File: config.mk
export PLATFORM = sky130hd
export DESIGN_NAME = vmi_seq_ctrl
export DESIGN_NICKNAME = d
export VERILOG_FILES = /design/src/rtl/vmi_pkg.sv /design/src/rtl/vmi_op_decode.sv /design/src/rtl/vmi_seq_ctrl.sv
export SDC_FILE = /design/constraint.sdc
export NUM_CORES = 1
export LEC_CHECK = 0
export ABC_AREA = 1
export CORE_UTILIZATION = 43
export CTS_CLUSTER_DIAMETER = 50
export CTS_CLUSTER_SIZE = 12
export DETAILED_ROUTE_END_ITERATION = 7
export PLACE_DENSITY = 0.74
export SLEW_MARGIN = 20
export SYNTH_ARGS = -nofsm -noshare
export SYNTH_HDL_FRONTEND = slang
export SYNTH_SLANG_ARGS = --single-unit
File: constraint.sdc
create_clock -name clk -period 1.5 [get_ports clk]
set_clock_uncertainty 0.1 [all_clocks]
set_input_delay 0.3 -clock clk [delete_from_list [all_inputs] [get_ports clk]]
set_output_delay 0.3 -clock clk [all_outputs]
set_load 0.01 [all_outputs]
File: src/rtl/vmi_pkg.sv
// vmi_pkg: shared definitions for the VMI sequencer.
//   - opcode values (8-bit reference encoding)
//   - sequencer state enum
//   - opcode class enum, produced by vmi_op_decode
//   - pcSrc / resultSrc mux encodings
package vmi_pkg;

   localparam logic [7:0] OP_NOP   = 8'h00;
   localparam logic [7:0] OP_ADD_R = 8'h01;
   localparam logic [7:0] OP_ADD_I = 8'h02;
   localparam logic [7:0] OP_SUB_R = 8'h03;
   localparam logic [7:0] OP_SUB_I = 8'h04;
   localparam logic [7:0] OP_AND_R = 8'h05;
   localparam logic [7:0] OP_AND_I = 8'h06;
   localparam logic [7:0] OP_ORR_R = 8'h07;
   localparam logic [7:0] OP_ORR_I = 8'h08;
   localparam logic [7:0] OP_MOV_R = 8'h09;
   localparam logic [7:0] OP_MOV_I = 8'h0a;
   localparam logic [7:0] OP_LDR   = 8'h0b;
   localparam logic [7:0] OP_STR   = 8'h0c;
   localparam logic [7:0] OP_B     = 8'h0d;
   localparam logic [7:0] OP_BEQ   = 8'h0e;
   localparam logic [7:0] OP_BNE   = 8'h0f;
   localparam logic [7:0] OP_BL    = 8'h10;
   localparam logic [7:0] OP_BRN   = 8'h11;

   typedef enum logic [2:0] {
      ST_FETCH, ST_DECODE, ST_EXEC, ST_MEM, ST_WB
   } state_t;

   typedef enum logic [3:0] {
      CL_NONE, CL_ALU, CL_LDR, CL_STR, CL_B, CL_BEQ, CL_BNE, CL_BL, CL_BRN
   } opClass_t;

   localparam logic [1:0] PC_PLUS1 = 2'b00;
   localparam logic [1:0] PC_IMM   = 2'b01;
   localparam logic [1:0] PC_REG   = 2'b10;

   localparam logic [1:0] RES_ALU  = 2'b00;
   localparam logic [1:0] RES_MEM  = 2'b01;
   localparam logic [1:0] RES_PC1  = 2'b10;

endpackage

File: src/rtl/vmi_op_decode.sv
// vmi_op_decode: purely combinational opcode-to-control mapping.
// Ports:
//   op          in  latched opcode
//   opClass     out instruction class used by the sequencer
//   aluSrcA     out 1 = ALU A operand forced to zero (MOV)
//   aluSrcB     out 1 = ALU B operand from immediate
//   aluControl  out 00 add, 01 sub, 10 and, 11 or
module vmi_op_decode
   import vmi_pkg::*;
#(
   parameter int OPCODE_W = 8
) (
   input  logic [OPCODE_W-1:0] op,
   output opClass_t            opClass,
   output logic                aluSrcA,
   output logic                aluSrcB,
   output logic [1:0]          aluControl
);

   always_comb begin
      opClass    = CL_NONE;
      aluSrcA    = 1'b0;
      aluSrcB    = 1'b0;
      aluControl = 2'b00;
      case (op)
         OPCODE_W'(OP_ADD_R): opClass = CL_ALU;
         OPCODE_W'(OP_ADD_I): begin opClass = CL_ALU; aluSrcB = 1'b1; end
         OPCODE_W'(OP_SUB_R): begin opClass = CL_ALU; aluControl = 2'b01; end
         OPCODE_W'(OP_SUB_I): begin opClass = CL_ALU; aluSrcB = 1'b1; aluControl = 2'b01; end
         OPCODE_W'(OP_AND_R): begin opClass = CL_ALU; aluControl = 2'b10; end
         OPCODE_W'(OP_AND_I): begin opClass = CL_ALU; aluSrcB = 1'b1; aluControl = 2'b10; end
         OPCODE_W'(OP_ORR_R): begin opClass = CL_ALU; aluControl = 2'b11; end
         OPCODE_W'(OP_ORR_I): begin opClass = CL_ALU; aluSrcB = 1'b1; aluControl = 2'b11; end
         OPCODE_W'(OP_MOV_R): begin opClass = CL_ALU; aluSrcA = 1'b1; end
         OPCODE_W'(OP_MOV_I): begin opClass = CL_ALU; aluSrcA = 1'b1; aluSrcB = 1'b1; end
         // address = base + immediate offset
         OPCODE_W'(OP_LDR):   begin opClass = CL_LDR; aluSrcB = 1'b1; end
         OPCODE_W'(OP_STR):   begin opClass = CL_STR; aluSrcB = 1'b1; end
         OPCODE_W'(OP_B):     opClass = CL_B;
         // compare by subtraction; zero flag decides the branch
         OPCODE_W'(OP_BEQ):   begin opClass = CL_BEQ; aluControl = 2'b01; end
         OPCODE_W'(OP_BNE):   begin opClass = CL_BNE; aluControl = 2'b01; end
         OPCODE_W'(OP_BL):    opClass = CL_BL;
         OPCODE_W'(OP_BRN):   opClass = CL_BRN;
         default:             opClass = CL_NONE;
      endcase
   end

endmodule

File: src/rtl/vmi_seq_ctrl.sv
// vmi_seq_ctrl: multi-cycle instruction sequencer (FETCH/DECODE/EXEC/MEM/WB).
// Ports:
//   clk, reset_n              clock, async active-low reset
//   opcode                    IR opcode field, sampled only in DECODE
//   zero                      ALU zero flag (BEQ/BNE)
//   imem_ready, dmem_ready    memory completion strobes
//   imem_req, dmem_req        memory requests, held until ready
//   irWrite, pcWrite,
//   regWrite, memWrite        datapath write enables
//   pcSrc                     00 pc+1, 01 immediate target, 10 register
//   aluSrcA, aluSrcB,
//   aluControl                ALU operand/operation select (EXEC only)
//   resultSrc                 00 ALU, 01 memory, 10 pc+1 (WB only)
//   instr_done                pulse on the last cycle of each instruction
module vmi_seq_ctrl
   import vmi_pkg::*;
#(
   parameter int OPCODE_W = 8
) (
   input  logic                clk,
   input  logic                reset_n,
   input  logic [OPCODE_W-1:0] opcode,
   input  logic                zero,
   input  logic                imem_ready,
   input  logic                dmem_ready,
   output logic                imem_req,
   output logic                dmem_req,
   output logic                irWrite,
   output logic                pcWrite,
   output logic                regWrite,
   output logic                memWrite,
   output logic [1:0]          pcSrc,
   output logic                aluSrcA,
   output logic                aluSrcB,
   output logic [1:0]          aluControl,
   output logic [1:0]          resultSrc,
   output logic                instr_done
);

   state_t              state, stateNext;
   logic [OPCODE_W-1:0] op_q;
   // Low in reset and until the first edge after release, so FETCH outputs
   // (including imem_req) stay quiet during and right after reset.
   logic                armed;

   opClass_t            opClass;
   logic                decSrcA, decSrcB;
   logic [1:0]          decCtl;
   logic                opValid;

   vmi_op_decode #(.OPCODE_W(OPCODE_W)) uDecode (
      .op         (op_q),
      .opClass    (opClass),
      .aluSrcA    (decSrcA),
      .aluSrcB    (decSrcB),
      .aluControl (decCtl)
   );

   // Decoded opcodes are contiguous 0x01..0x11; anything else runs as NOP.
   assign opValid = (opcode != OPCODE_W'(OP_NOP)) && (opcode <= OPCODE_W'(OP_BRN));

   always_ff @(posedge clk or negedge reset_n) begin
      if (!reset_n) begin
         state <= ST_FETCH;
         op_q  <= '0;
         armed <= 1'b0;
      end else begin
         armed <= 1'b1;
         state <= stateNext;
         if (state == ST_DECODE) op_q <= opcode;
      end
   end

   always_comb begin
      stateNext  = state;
      imem_req   = 1'b0;
      dmem_req   = 1'b0;
      irWrite    = 1'b0;
      pcWrite    = 1'b0;
      regWrite   = 1'b0;
      memWrite   = 1'b0;
      pcSrc      = PC_PLUS1;
      aluSrcA    = 1'b0;
      aluSrcB    = 1'b0;
      aluControl = 2'b00;
      resultSrc  = RES_ALU;
      instr_done = 1'b0;
      case (state)
         ST_FETCH: begin
            imem_req = armed;
            if (armed && imem_ready) begin
               irWrite   = 1'b1;
               pcWrite   = 1'b1;
               stateNext = ST_DECODE;
            end
         end
         ST_DECODE: begin
            if (opValid) begin
               stateNext = ST_EXEC;
            end else begin
               instr_done = 1'b1;
               stateNext  = ST_FETCH;
            end
         end
         ST_EXEC: begin
            aluSrcA    = decSrcA;
            aluSrcB    = decSrcB;
            aluControl = decCtl;
            stateNext  = ST_FETCH;
            case (opClass)
               CL_ALU:           stateNext = ST_WB;
               CL_LDR, CL_STR:   stateNext = ST_MEM;
               CL_B:   begin pcWrite = 1'b1;  pcSrc = PC_IMM; instr_done = 1'b1; end
               CL_BEQ: begin pcWrite = zero;  pcSrc = PC_IMM; instr_done = 1'b1; end
               CL_BNE: begin pcWrite = !zero; pcSrc = PC_IMM; instr_done = 1'b1; end
               // The datapath keeps the pre-update pc+1 as the link value for WB.
               CL_BL:  begin pcWrite = 1'b1;  pcSrc = PC_IMM; stateNext = ST_WB; end
               CL_BRN: begin pcWrite = 1'b1;  pcSrc = PC_REG; instr_done = 1'b1; end
               default: instr_done = 1'b1;
            endcase
         end
         ST_MEM: begin
            dmem_req = 1'b1;
            memWrite = (opClass == CL_STR);
            if (dmem_ready) begin
               if (opClass == CL_STR) begin
                  instr_done = 1'b1;
                  stateNext  = ST_FETCH;
               end else begin
                  stateNext  = ST_WB;
               end
            end
         end
         ST_WB: begin
            regWrite   = 1'b1;
            instr_done = 1'b1;
            stateNext  = ST_FETCH;
            case (opClass)
               CL_LDR:  resultSrc = RES_MEM;
               CL_BL:   resultSrc = RES_PC1;
               default: resultSrc = RES_ALU;
            endcase
         end
         default: stateNext = ST_FETCH;
      endcase
   end

endmodule

==> impl_summary.md, run 1 <==
Run status
The run finished, with violations left. The checks that failed: setup timing.

Die
For this configuration, the core starts out at a cell density of 45.8%. The die covers 2580 um2. Measured along the y axis, the die boundary spans 50.8 um. For this design the top-level I/O count stands at 28. The floorplan has 17 rows. The horizontal die dimension is 50.8 um. The total area inside the core boundary comes to 2230 um2.

Final layout
Measured on the finished design, the core utilization comes to 83.0%. The fraction of layout cells with a size suffix above 1 is 54.7%. The number of diodes added for antenna fixing is 0. The relative area change from synthesis to final layout is 81.4%. The number of inserted filler cells in the final layout is 130.

In the final layout, the multi-input gates occupy 734 um2. Summing all flip-flop and latch instances after layout gives 307 um2. The post-route cell area is 1850 um2. The final layout contains 250 nets.

Detailed routing
The number of DRC violations after detailed routing is 0. Once detail routing completed, the nets flagged for antenna violations numbered 0. Dividing the detail-routed wire length by the instance count gives 16.7 um.

The overall routed net length is 4.40 mm. The total number of vias is 1446. After the first detailed-routing iteration, the DRC count stood at 79. In the routed layout, each cell is associated on average with a via count of 5.48. The first detailed-routing pass ran for 6 iterations.

Yosys
Of the synthesized area, sequential elements account for 29.4%. Of the total synthesized cell area, the portion taken by XOR and XNOR cells is 0%. The cell area after technology mapping is 1020 um2. Synthesis handed over a netlist of 155 instances.

The distinct cell type count of the synthesized netlist is 28. The mean post-synth cell area is 6.60 um2. For this run, the number of Yosys warnings is 0.

Counting flops with a built-in enable in the synthesized netlist gives 0. Summing the areas of all compound-gate instances in the mapped netlist gives 11.3% of the synthesized area. The synthesized-area fraction occupied by adder cells is 0%. By area, the combinational part of the netlist is dominated by simple AND/OR/NAND/NOR gates. Of all flip-flops after synthesis, the portion carrying an async set or reset was 100%. The post-synthesis register bit count is 12.

Among all flip-flop cells after synthesis, the most frequent one is dfrtp_1. The simple-gate share of the synthesized area is 49.1%. The number of nets produced by synthesis is 168. The mux contribution to synthesized area is 0%.

Worst setup path
The critical path goes through nor2_4 > nand2_4 > nor2_2 > nand2_2 > o21ai_1 > nor2_2 > nand3_1 > nand3b_1 > buf_2. The number of buffer and inverter stages on the critical path is 1. The cell with the biggest individual delay on the critical path is dfrtp_1. The startpoint class of the critical path is a flop.

STA classifies the critical path endpoint as an output pin. Data arrives at the worst endpoint at 1780 ps. By startpoint and endpoint, the worst setup path is classified as flop to output pin. The most frequent cell on the critical path is nor2_2. The category of cells accounting for the largest share of critical-path delay is simple AND/OR/NAND/NOR gates. The data required time at the worst endpoint is 1100 ps. In this design, the stage delay of the slowest critical-path cell is 430 ps.

Of all nets on the critical path, the largest fanout is 3.

Placed design
The wire-length estimate of the detail-placed layout is 2.47 mm. In this run the tool buffered the top-level ports with 27 buffer cells. Once placement finished, the instance area stood at 1660 um2. The routability congestion estimate is 0.944. The post-place setup slack is -712 ps.

STA
The achievable clock frequency is 0.458 GHz. The final hold violation count is 0. Counting I/O delays and the setup requirement, the final critical path takes 2180 ps. The max-slew violation count is 0. The setup-violating endpoint count in the final report is 18. After layout, the worst setup slack is -682 ps. After routing, the total negative slack on setup checks comes to -7310 ps.

Setup repair after global routing could not meet its margin everywhere. The portion of the clock cycle consumed by the worst path in the final layout is 145%.

Clock tree
The clock slew at the register clock pins of the worst setup and hold paths is 80 ps. The TritonCTS clock tree is built. The clock passes through at most 2 buffers.

The latest clock arrival within the worst-skew pair is 280 ps. In this run, CTS created clock tree buffers numbering 3. CTS built an H-tree with a depth of 1.

The count of clock tree sinks is 12. The tree is rooted in a clkbuf_4. The quantity of hold-fixing buffers added after cts is 0.

Global route
Global routing finished with a remaining overflow of 0. Global routing used 31.7% of the available tracks. The number of global-route vias before repair is 1409. The initial antenna violation count is 0. The global-route wire length before repair is 6.00 mm. Entering global routing, the biggest net connects 18 pins.

Pwr
The overall power of the completed layout is 2.88 mW. The switching portion of total power is 48.4%. IR analysis of the VDD net gives a maximum drop of 1.40 mV. The net switching power is 1.40 mW. The analysis attributes to cell leakage a power of 0.894 nW.

The sequential power share is 22.5%. The total power per unit cell area is 1550 nW/um2. The internal power consumption is 1.49 mW. The clock share of power is 9.0%.

The share of power burned in combinational logic is 68.6%.

Job
Across the run, the number of max-cap violations was 0.

Min path
The worst hold path class is input port to async pin.
[registers in the layout, summed over array words and instances (netlist names)]
| register | cells |
|---|---|
| armed | 1 |
| op_q | 8 |
| state | 3 |
[path summary, 6_finish.rpt]
path / slack [ps] / cells after the start / startpoint / to
worst max register to register: -230 / 9 / op_q[0]$_DFFE_PN0N_ / state[2]$_DFFE_PN0P_
max in group asynchronous: 910 / 2 / reset_n / state[2]$_DFFE_PN0P_
worst min register to register: 560 / 2 / op_q[4]$_DFFE_PN0N_ / op_q[4]$_DFFE_PN0N_
worst min-delay path: 220 / 2 / reset_n / op_q[7]$_DFFE_PN0N_
worst max-delay path: -680 / 9 / op_q[6]$_DFFE_PN0N_ / instr_done
min in group clk: 500 / 3 / opcode[6] / op_q[6]$_DFFE_PN0N_
[cells by family (layout without fill, tap and decap cells)]
kind of cell / after synthesis / after routing
other: 1 / 1
AND/OR/NAND/NOR: 96 / 96
AO/OA/AOI/OAI: 20 / 20
buffers and inverters: 26 / 107
flip-flops: 12 / 12
[cell usage in the layout (no fill, tap or decap), types with 4 or more instances in the layout]
master | synthesis | final
nor2_1 | 18 | 14
nor2_2 | 4 | 7
clkdlybuf4s50_1 | 0 | 12
nand3_1 | 12 | 10
inv_1 | 16 | 13
nor2_4 | 4 | 5
o21ai_0 | 9 | 7
inv_2 | 9 | 9
nand2_2 | 6 | 11
nand2_1 | 36 | 28
buf_4 | 1 | 44
dfrtp_1 | 12 | 7
buf_6 | 0 | 7
dfrtp_2 | 0 | 5
buf_2 | 0 | 12
o21ai_1 | 4 | 4
nand4_1 | 5 | 5
[layout make-up]
| class | instances | area share (%) |
|---|---|---|
| well taps | 28 | 1.89 |
| repair buffers | 78 | 34.5 |
| flip-flops and latches | 12 | 16.5 |
| inverters | 25 | 5.47 |
| multi-input cells | 117 | 39.6 |
| clock buffers | 4 | 1.96 |
[synthesized netlist by cell type, types with 2 or more instances]
master    n  share of area [%]
nand2_1  36                 13
nor2_1   18                6.6
inv_1    16                5.9
dfrtp_1  12                 29
nand3_1  12                5.9
inv_2     9                3.3
o21ai_0   9                4.4
nand2_2   6                3.7
nand4_1   5                3.1
nor2_2    4                2.4
nor2_4    4                4.4
o21ai_1   4                2.0
nor3_1    3                1.5
a21oi_1   2               0.98
nor3_4    2                3.2
[through the flow]
stage | cells | hold WS (ps)
global placement | 248 | 513
CTS | 261 | 230
global route | 264 | 237
finish | 264 | 223
floorplan | 155 | -95.6
detailed placement | 248 | 529
[per-layer routing]
| metal | share of wire [%] | vias up | wire length, um | GRT usage, % |
|---|---|---|---|---|
| li1 | - | 666 | - | - |
| met1 | 40 | 678 | 1770 | 36.3 |
| met2 | 49 | 78 | 2170 | 56.2 |
| met3 | 5.5 | 24 | 242 | 2.42 |
| met4 | 4.9 | 0 | 217 | 19.9 |
| met5 | 0 | - | 0 | 0 |
[what timing repair did]
item | 4_1_cts | 5_1_grt
pin swaps | 13 | 9
endpoints found under the setup margin | 18 | 20
setup buffers | 10 | 5
gates cloned | 0 | 0
resized for setup | 82 | 18
hold endpoints to repair | 0 | 0
[power by group through the flow]
stage | clock network (mW) | registers (mW) | logic (mW)
3_3_place_gp | 0 | 0.592 | 1.53
4_1_cts | 0.262 | 0.613 | 1.74
2_1_floorplan | 0 | 0.585 | 0.840
3_5_place_dp | 0 | 0.599 | 1.57
5_1_grt | 0.275 | 0.655 | 2.11
6_report | 0.258 | 0.647 | 1.98
No activity file was read; power rests on OpenSTA's default activity.
==> inputs of run 2 (changes only) <==
--- a/config.mk
+++ b/config.mk
@@ -6,11 +6,13 @@
 export NUM_CORES = 1
 export LEC_CHECK = 0
 export ABC_AREA = 1
+export ABC_CLOCK_PERIOD_IN_PS = 1500
 export CORE_UTILIZATION = 43
 export CTS_CLUSTER_DIAMETER = 50
 export CTS_CLUSTER_SIZE = 12
 export DETAILED_ROUTE_END_ITERATION = 7
 export PLACE_DENSITY = 0.74
+export SETUP_SLACK_MARGIN = 0.5
 export SLEW_MARGIN = 20
 export SYNTH_ARGS = -nofsm -noshare
 export SYNTH_HDL_FRONTEND = slang
==> impl_summary.md, run 2 <==
Die
Row generation in the floorplan step produced 17 rows. The floorplan die height is 50.8 um. In this run the horizontal extent of the chip is 50.8 um. For this configuration, the core starts out at a cell density of 45.8%. The I/O pin total is 28.

Placed design
The wire-length estimate of the detail-placed layout is 2.64 mm. The routability congestion estimate is 0.843. Port buffering added 27 buffers.

Once placement completed, the tool counted placed cells totaling 252.

Yosys
The library cell with the largest summed area after synthesis is dfrtp_1. The top cell type by area accounts for 29.4% of the synthesized area. The most instantiated flip-flop cell in the synthesis netlist is dfrtp_1. The dominant cell by count in the synthesized netlist is nand2_1. The number of different library cells used by synthesis comes to 28.

For this run, the number of Yosys warnings is 0. Yosys mapped a number of flops with a built-in enable equal to 0. The post-synthesis register bit count is 12.

Counting instances in the post-synthesis netlist gives the leading cell types as 36 x nand2_1, 18 x nor2_1, 16 x inv_1. The fraction of the yosys area taken by sequential cells is 29.4%. The gate count of the mapped netlist is 155. The synthesized netlist occupies a cell area of 1020 um2. Synthesis produced a netlist with a net count of 168.

The mean post-synth cell area is 6.60 um2. Yosys attributes the largest share of cell area to dfrtp_1 29%, nand2_1 13%, nor2_1 6.6%. Of all flip-flops after synthesis, the portion carrying an async set or reset was 100%.

Global route
The maximum number of pins on one net before global-route repair is 13.

STA
The kind of pin the worst path terminates on is an output port. After global-route timing repair, the worst endpoint was pcWrite.

Clock tree
The count of clock tree sinks is 12. In this run the number of H-tree levels came out at 1. The clock tree root driver cell is clkbuf_4.

The quantity of hold-fixing buffers added after cts is 0. The number of clock buffers added by TritonCTS is 3. The longest clock path from root to sink contains 2 buffers.

Run status
The first error in the log reads "[ERROR DPL-0038] Utilization greater than 100%, impossible to legalize". The flow did not finish. The stage where the flow stopped is global routing (5_1_grt).
==> run 2: cell counts after synthesis <==
No cell type changed its count.
==> run 2: repair_timing <==
item / CTS
resized for setup: 115
setup buffers: 30
endpoints found under the setup margin: 26
pin swaps: 24
==> run 2: stage by stage <==
step / setup slack [ps] / utilization [%] / area [um2]
global placement: -627 / 79.0 / 1770
CTS: -540 / 96.8 / 2160
floorplan: -54.9 / - / 1120
detailed placement: -672 / 79.0 / 1770
==> run 2: kinds of logic after synthesis <==
logic type | Yosys count | synth area share [%]
DFF | 12 | 29.4
AOI/OAI and AO/OA | 20 | 11.3
buffers and inverters | 26 | 9.91
other | 1 | 0.367
and+or+nand+nor | 96 | 49.1
==> inputs of run 3 (changes only) <==
--- a/config.mk
+++ b/config.mk
@@ -6,13 +6,11 @@
 export NUM_CORES = 1
 export LEC_CHECK = 0
 export ABC_AREA = 1
-export ABC_CLOCK_PERIOD_IN_PS = 1500
-export CORE_UTILIZATION = 43
-export CTS_CLUSTER_DIAMETER = 50
-export CTS_CLUSTER_SIZE = 12
+export ABC_CLOCK_PERIOD_IN_PS = 1950
+export CORE_AREA = 2 2 63 65
 export DETAILED_ROUTE_END_ITERATION = 7
-export PLACE_DENSITY = 0.74
-export SETUP_SLACK_MARGIN = 0.5
+export DIE_AREA = 0 0 65 67
+export PLACE_DENSITY_LB_ADDON = 0.15
 export SLEW_MARGIN = 20
 export SYNTH_ARGS = -nofsm -noshare
 export SYNTH_HDL_FRONTEND = slang
==> constraint.sdc (replaced) <==
create_clock -name clk -period 1.95 [get_ports clk]
set_clock_uncertainty 0.1 [all_clocks]
set_input_delay 0.39 -clock clk [delete_from_list [all_inputs] [get_ports clk]]
set_output_delay 0.39 -clock clk [all_outputs]
set_load 0.01 [all_outputs]
==> impl_summary.md, run 3 (synthesis gave the netlist of run 1 again) <==
Pwr
The clock share of power is 12.1%. Summed over all nets, the switching power comes to 0.959 mW. The total power per unit cell area is 1180 nW/um2. The sequential power share is 22.3%. The maximum vdd drop is 0.609 mV. Of the total power, combinational logic draws 65.7%. The internal power consumption is 1.23 mW. The analysis attributes to cell leakage a power of 0.916 nW. Net switching is 43.8% of the power.

Final layout
The largest registers in the layout are op_q (8), state (3), armed (1). The flip-flop and latch area is 307 um2. The register with the most flip-flops in the layout has 8 of them. The finished layout holds 287 standard cells, fillers aside.

After filler insertion, the fill cell instance count of the layout stands at 381. Leaving out fill and tap cells, the most frequent cell in the layout is buf_4. The relative area change from synthesis to final layout is 81.6%.

The number of antenna diodes in the final layout is 0. The post-route netlist has 51.0% of its cells at a drive strength greater than 1. The finished cells cover 1860 um2. The multi-input combinational cells in the finished layout cover a total of 707 um2. More flip-flops sit in one register than any other, and that register is op_q. The total number of nets in the final design is 253.

Leaving out fill and tap cells, the most frequent cells in the layout are 50 x buf_4, 33 x nand2_1, 17 x nor2_1.

Placed design
The post-place setup slack is -436 ps. The number of input and output port buffers inserted is 27. The routability congestion estimate is 0.858. The placed cell area is 1650 um2. Once placement completed, the tool counted placed cells totaling 270. The half-perimeter wire length after placement is 2.49 mm.

Global route
After global routing the overflow that remains totals 0. The maximum number of pins on one net before global-route repair is 18. The initial antenna violation count is 0.

The number of global-route vias before repair is 1195. Global routing used 15.9% of the available tracks. The global-route wire length before repair is 5.26 mm.

Clock tree
The latest clock arrival within the worst-skew pair is 240 ps. The TritonCTS clock tree is built. Clock-pin slew was measured on the worst setup and hold paths at 50 ps. The clock tree root driver cell is clkbuf_8. The clock passes through at most 2 buffers. Counting the buffers created by CTS gives 3. The H-tree depth is 1. The quantity of hold-fixing buffers added after cts is 0. The count of clock tree sinks is 12.

Run status
The final reports fail on setup timing. The run finished, with violations left.

STA
The max-slew violation count is 0. Timing would allow up to 0.471 GHz. The worst-case setup margin in the final layout is -175 ps. The final hold violation count is 0. The setup total negative slack is -930 ps. The worst pin sits at a relative slew slack of 65.4%.

At the pin with the least slew margin, the transition time is 517 ps. Setup repair after global routing could not meet its margin everywhere. Setup violations remaining at the end of the flow were counted as 9. The time the worst path needs with I/O delays and setup is 2120 ps.

The smallest hold slack is 394 ps. The portion of the clock cycle consumed by the worst path in the final layout is 109%.

Worst setup path
STA classifies the critical path startpoint as a flop. The maximum fanout count along the critical path is 4. The signal on the critical path passes through buf_4 > nor2_2 > nand2_1 > inv_1 > nand3_2 > a31oi_1 > clkdlybuf4s15_2.

The number of buffer and inverter stages on the critical path is 3. The critical path endpoint category is an output pin. The category of cells accounting for the largest share of critical-path delay is buffers and inverters.

The slowest stage of the critical path is the dfrtp_1 cell. The reg-to-reg critical path startpoint is op_q[0]$_DFFE_PN0N_. The origin of the worst setup path is op_q[5]$_DFFE_PN0N_. The worst setup path is of the flop to output pin kind. The data required time at the worst endpoint is 1460 ps. Data on the critical path arrives at its endpoint at 1630 ps. The largest stage delay on the critical path is 420 ps.

Die
The die covers 4360 um2. The horizontal die dimension is 65 um. The effective utilization at floorplan is 28.3%. The floorplan die height is 67 um. The number of rows in the core area is 22. Pin placement for this block handled 28 I/O pins.

The area of the placeable core is 3610 um2.

Detailed routing
For this run, design rule violations remaining after detail routing come to 0. The detail-routed via count per cell is 4.42. Wires add up to 3.22 mm.

The routed layout has 1268 vias. The remaining number of nets flagged by the antenna check after routing is 0. The first TritonRoute pass finished after 4 iterations.

For this block, the initial DRC count from the detailed router was 40. After detailed routing, the average wire length per cell comes to 11.2 um.

Job
Max-cap violations in this run came to 0.

Min path
The worst hold path class is input port to async pin.
-- run 3: timing repair --
item,in CTS,in global routing
resized for setup,63,24
pin swaps,9,12
setup endpoints to repair,15,15
buffers inserted,5,8
-- run 3: path summary, 6_finish.rpt --
path                                        end  slack (ps)  depth (start not counted)
hold / removal              op_q[4]$_DFFE_PN0N_         390                          1
setup reg to reg           state[2]$_DFFE_PN0P_         260                         10
min in group clk            op_q[5]$_DFFE_PN0N_         520                          2
max in group asynchronous  state[1]$_DFFE_PN0P_         980                          1
setup / recovery                       pcSrc[0]        -170                          7
hold reg to reg             op_q[5]$_DFFE_PN0N_         520                          2
-- run 3: cell type report --
| cell class | count | share of cell area (%) |
|---|---|---|
| multi-input cells | 117 | 38.1 |
| flip-flops and latches | 12 | 16.5 |
| clock buffers | 4 | 2.96 |
| inverters | 25 | 5.19 |
| repair buffers | 81 | 34.0 |
| well taps | 48 | 3.23 |
-- run 3: power by group through the flow --
stage               clock [mW]  sequential [mW]  combinational [mW]
detailed placement           0            0.465                1.20
finish                   0.264            0.488                1.44
CTS                      0.275            0.481                1.30
floorplan                    0            0.450               0.634
global route             0.287            0.505                1.59
global placement             0            0.462                1.20
-- run 3: metal layers --
layer	GRT usage, %	vias to the layer above	share of wire [%]
met3	1.18	5	3.0
met1	20.1	569	45
met4	6.38	0	1.6
met2	28.0	21	50
li1	-	673	-
met5	0	-	0
-- run 3: through the flow --
step                      util, %  power [mW]
after floorplan                 -        1.08
after global placement       45.8        1.66
after detailed placement     45.8        1.66
after CTS                    48.6        2.05
after global routing         51.5        2.38
final                        51.5        2.19
-- run 3: worst register-to-register path: stages (launching register included) --
cell and delay (ps):
dfrtp_2 450, nor2_4 160, buf_6 140, nand3_1 60, nor2_1 120, nor2_1 70, buf_4 120, buf_4 110
nand3_1 80, nand2_1 70, a21oi_2 140
==> inputs of run 4 (changes only) <==
--- a/config.mk
+++ b/config.mk
@@ -11,6 +11,7 @@
 export DETAILED_ROUTE_END_ITERATION = 7
 export DIE_AREA = 0 0 65 67
 export PLACE_DENSITY_LB_ADDON = 0.15
+export SKIP_LAST_GASP = 1
 export SLEW_MARGIN = 20
 export SYNTH_ARGS = -nofsm -noshare
 export SYNTH_HDL_FRONTEND = slang
==> impl_summary.md, run 4 (synthesis gave the netlist of run 1 again) <==
STA
The final hold violation count was 0. Across all hold checks on the routed design, the worst slack comes to 396 ps. The worst pin sits at a relative slew slack of 65.2%. The max-slew violation count is 0.

Setup repair after global routing could not meet its margin everywhere. The time the worst path needs with I/O delays and setup is 2140 ps. For this run, the top clock speed supported by timing is 0.467 GHz.

For the pin with the worst max-slew slack, the measured transition is 520 ps. Setup slack on the critical path of the routed design comes to -191 ps. Setup violations remaining at the end of the flow were counted as 9. The portion of the clock cycle consumed by the worst path in the final layout is 110%.

Worst setup path
In this run the worst path has a maximum fanout of 4. The origin of the worst setup path is op_q[5]$_DFFE_PN0N_. The critical path ends at pcSrc[0]. The number of buffer and inverter stages on the critical path is 3.

The data arrival time at the worst-slack endpoint is 1650 ps. The cell with the biggest individual delay on the critical path is dfrtp_1. The depth of the worst register-to-register path is 10. The data required time at the worst endpoint is 1460 ps. The critical path goes through buf_4 > nor2_2 > nand2_1 > inv_1 > nand3_2 > a31oi_1 > clkdlybuf4s15_2. The critical path endpoint category is an output pin. The category of cells accounting for the largest share of critical-path delay is buffers and inverters.

The critical path depth in cells is 7. The largest stage delay on the critical path is 420 ps. The startpoint class of the critical path is a flop. The reg2reg setup slack is 260 ps.

The worst flop-to-flop path endpoint is state[2]$_DFFE_PN0P_. The category of the critical setup timing path is flop to output pin. The reg-to-reg critical path startpoint is op_q[0]$_DFFE_PN0N_.

Die
The area of the placeable core is 3610 um2. The die covers 4360 um2. The floorplan die height is 67 um. The floorplan step set the die width to 65 um. The number of rows in the core area is 22. For this configuration, the core starts out at a cell density of 28.3%. The I/O pin total is 28.

Global route
The initial antenna violation count was 0. The remaining global-route overflow is 0. For this run, the total global-route usage over all layers was measured as 15.8%. The global-route wire length before repair is 5.23 mm.

The maximum number of pins on one net before global-route repair is 18. The number of global-route vias before repair is 1195.

Pwr
The design draws 2.18 mW. The analysis attributes to cell leakage a power of 0.915 nW. Dividing total power by cell area gives a power density of 1180 nW/um2. VDD sags by at most 0.608 mV.

Detailed routing
Once detail routing completed, the nets flagged for antenna violations numbered 0. After detailed routing, the number of remaining DRC violations is 0. The detail-routed via count per cell is 4.42. After the first detailed-routing iteration, the DRC count stood at 57. After detailed routing, the total wire length is 3.20 mm. For this run, the detailed router's first-pass iteration total came to 4. After detailed routing, the average wire length per cell comes to 11.1 um. Detailed routing inserted a total of 1268 vias.

Clock tree
Counting along the longest clock path gives a buffer depth of 2. The latest clock arrival within the worst-skew pair is 240 ps. The TritonCTS clock tree is built. Clock tree synthesis inserted a total of 3 buffers. The root buffer cell chosen for the clock tree is clkbuf_8. Hold repair after CTS inserted 0 buffers. CTS built an H-tree with a depth of 1. The tree built by TritonCTS fans out to 12 sinks. After clock tree synthesis, the clock-pin slew on the worst setup and hold paths is 50 ps.

Final layout
In the final layout, the registers with the most flip-flops are op_q (8), state (3), armed (1). The relative area change from synthesis to final layout is 81.3%. The total number of nets in the final design is 253. The number of diodes added for antenna fixing is 0.

Ranked by flip-flop count, first place goes to op_q. Cells with a size suffix above 1 make up 51.0% of the layout. The leading cell type in the layout, fill and taps excluded is buf_4. In the layout the commonest cells are 51 x buf_4, 33 x nand2_1, 17 x nor2_1. The register with the most flip-flops in the layout has 8 of them.

Job
Across the run, the number of max-cap violations was 0.

Placed design
The routability congestion estimate is 0.858. The half-perimeter wire length after placement is 2.49 mm. During placement, the flow inserted port buffers numbering 27.

Run status
The checks that failed: setup timing. The run finished, with violations left.

Min path
The path class of the tightest hold or removal check is input port to async pin.
-- run 4: cell counts in the layout (fill, tap and decap cells not counted) --
Identical to the previous run, type by type.
-- run 4: how the worst min path moves through the flow --
stage,start,end,slack (ps)
after detailed placement,op_q[5]$_DFFE_PN0N_,op_q[5]$_DFFE_PN0N_,530
after floorplan,reset_n,armed$_DFF_PN0_,-6
after CTS,reset_n,op_q[7]$_DFFE_PN0N_,420
after global routing,reset_n,armed$_DFF_PN0_,430
after global placement,op_q[4]$_DFFE_PN0N_,op_q[4]$_DFFE_PN0N_,530
final,reset_n,op_q[4]$_DFFE_PN0N_,400
-- run 4: what timing repair did --
item | in CTS | in global routing
endpoints found under the setup margin | 15 | 15
setup buffers | 5 | 8
gates resized for setup | 60 | 26
pin swaps | 9 | 12
-- run 4: worst register-to-register path, stage by stage (launching register included) --
cell and delay [ps]:
dfrtp_2 450, nor2_4 160, buf_6 130, nand3_1 60, nor2_1 120, nor2_1 70, buf_4 120, buf_4 120
nand3_1 80, nand2_1 70, a21oi_2 140
-- run 4: area by class of cell --
class / count / area, um2
Timing Repair Buffer: 81 / 628
Tap cell: 48 / 60.1
Multi-Input combinational cell: 117 / 707
Clock buffer: 4 / 55.1
Inverter: 25 / 96.3
Sequential cell: 12 / 307
Fill cell: 381 / 1750
-- run 4: per-layer routing --
layer,track usage [%],vias to the layer above,wire length [um]
li1,-,675,-
met1,20.0,569,1460
met2,27.7,19,1600
met3,1.18,5,86
met4,6.38,0,53
met5,0,-,0
-- run 4: per-stage QoR --
step	utilization, %	setup TNS [ps]	instance area [um2]	setup WS (ps)	cells
6_report	51.4	-929	1850	-191	287
5_1_grt	51.4	-1930	1850	-268	287
4_1_cts	48.4	-1300	1750	-240	279
3_5_place_dp	45.8	-3000	1650	-436	270
3_3_place_gp	45.8	-2900	1650	-419	270
2_1_floorplan	-	0	1020	252	155
-- run 4: power breakdown --
| part | internal [mW] | switching [mW] | total [mW] | leakage [nW] |
|---|---|---|---|---|
| clock | 0.178 | 0.0863 | 0.264 | 0.0288 |
| sequential | 0.351 | 0.137 | 0.488 | 0.143 |
| combinational | 0.698 | 0.734 | 1.43 | 0.742 |
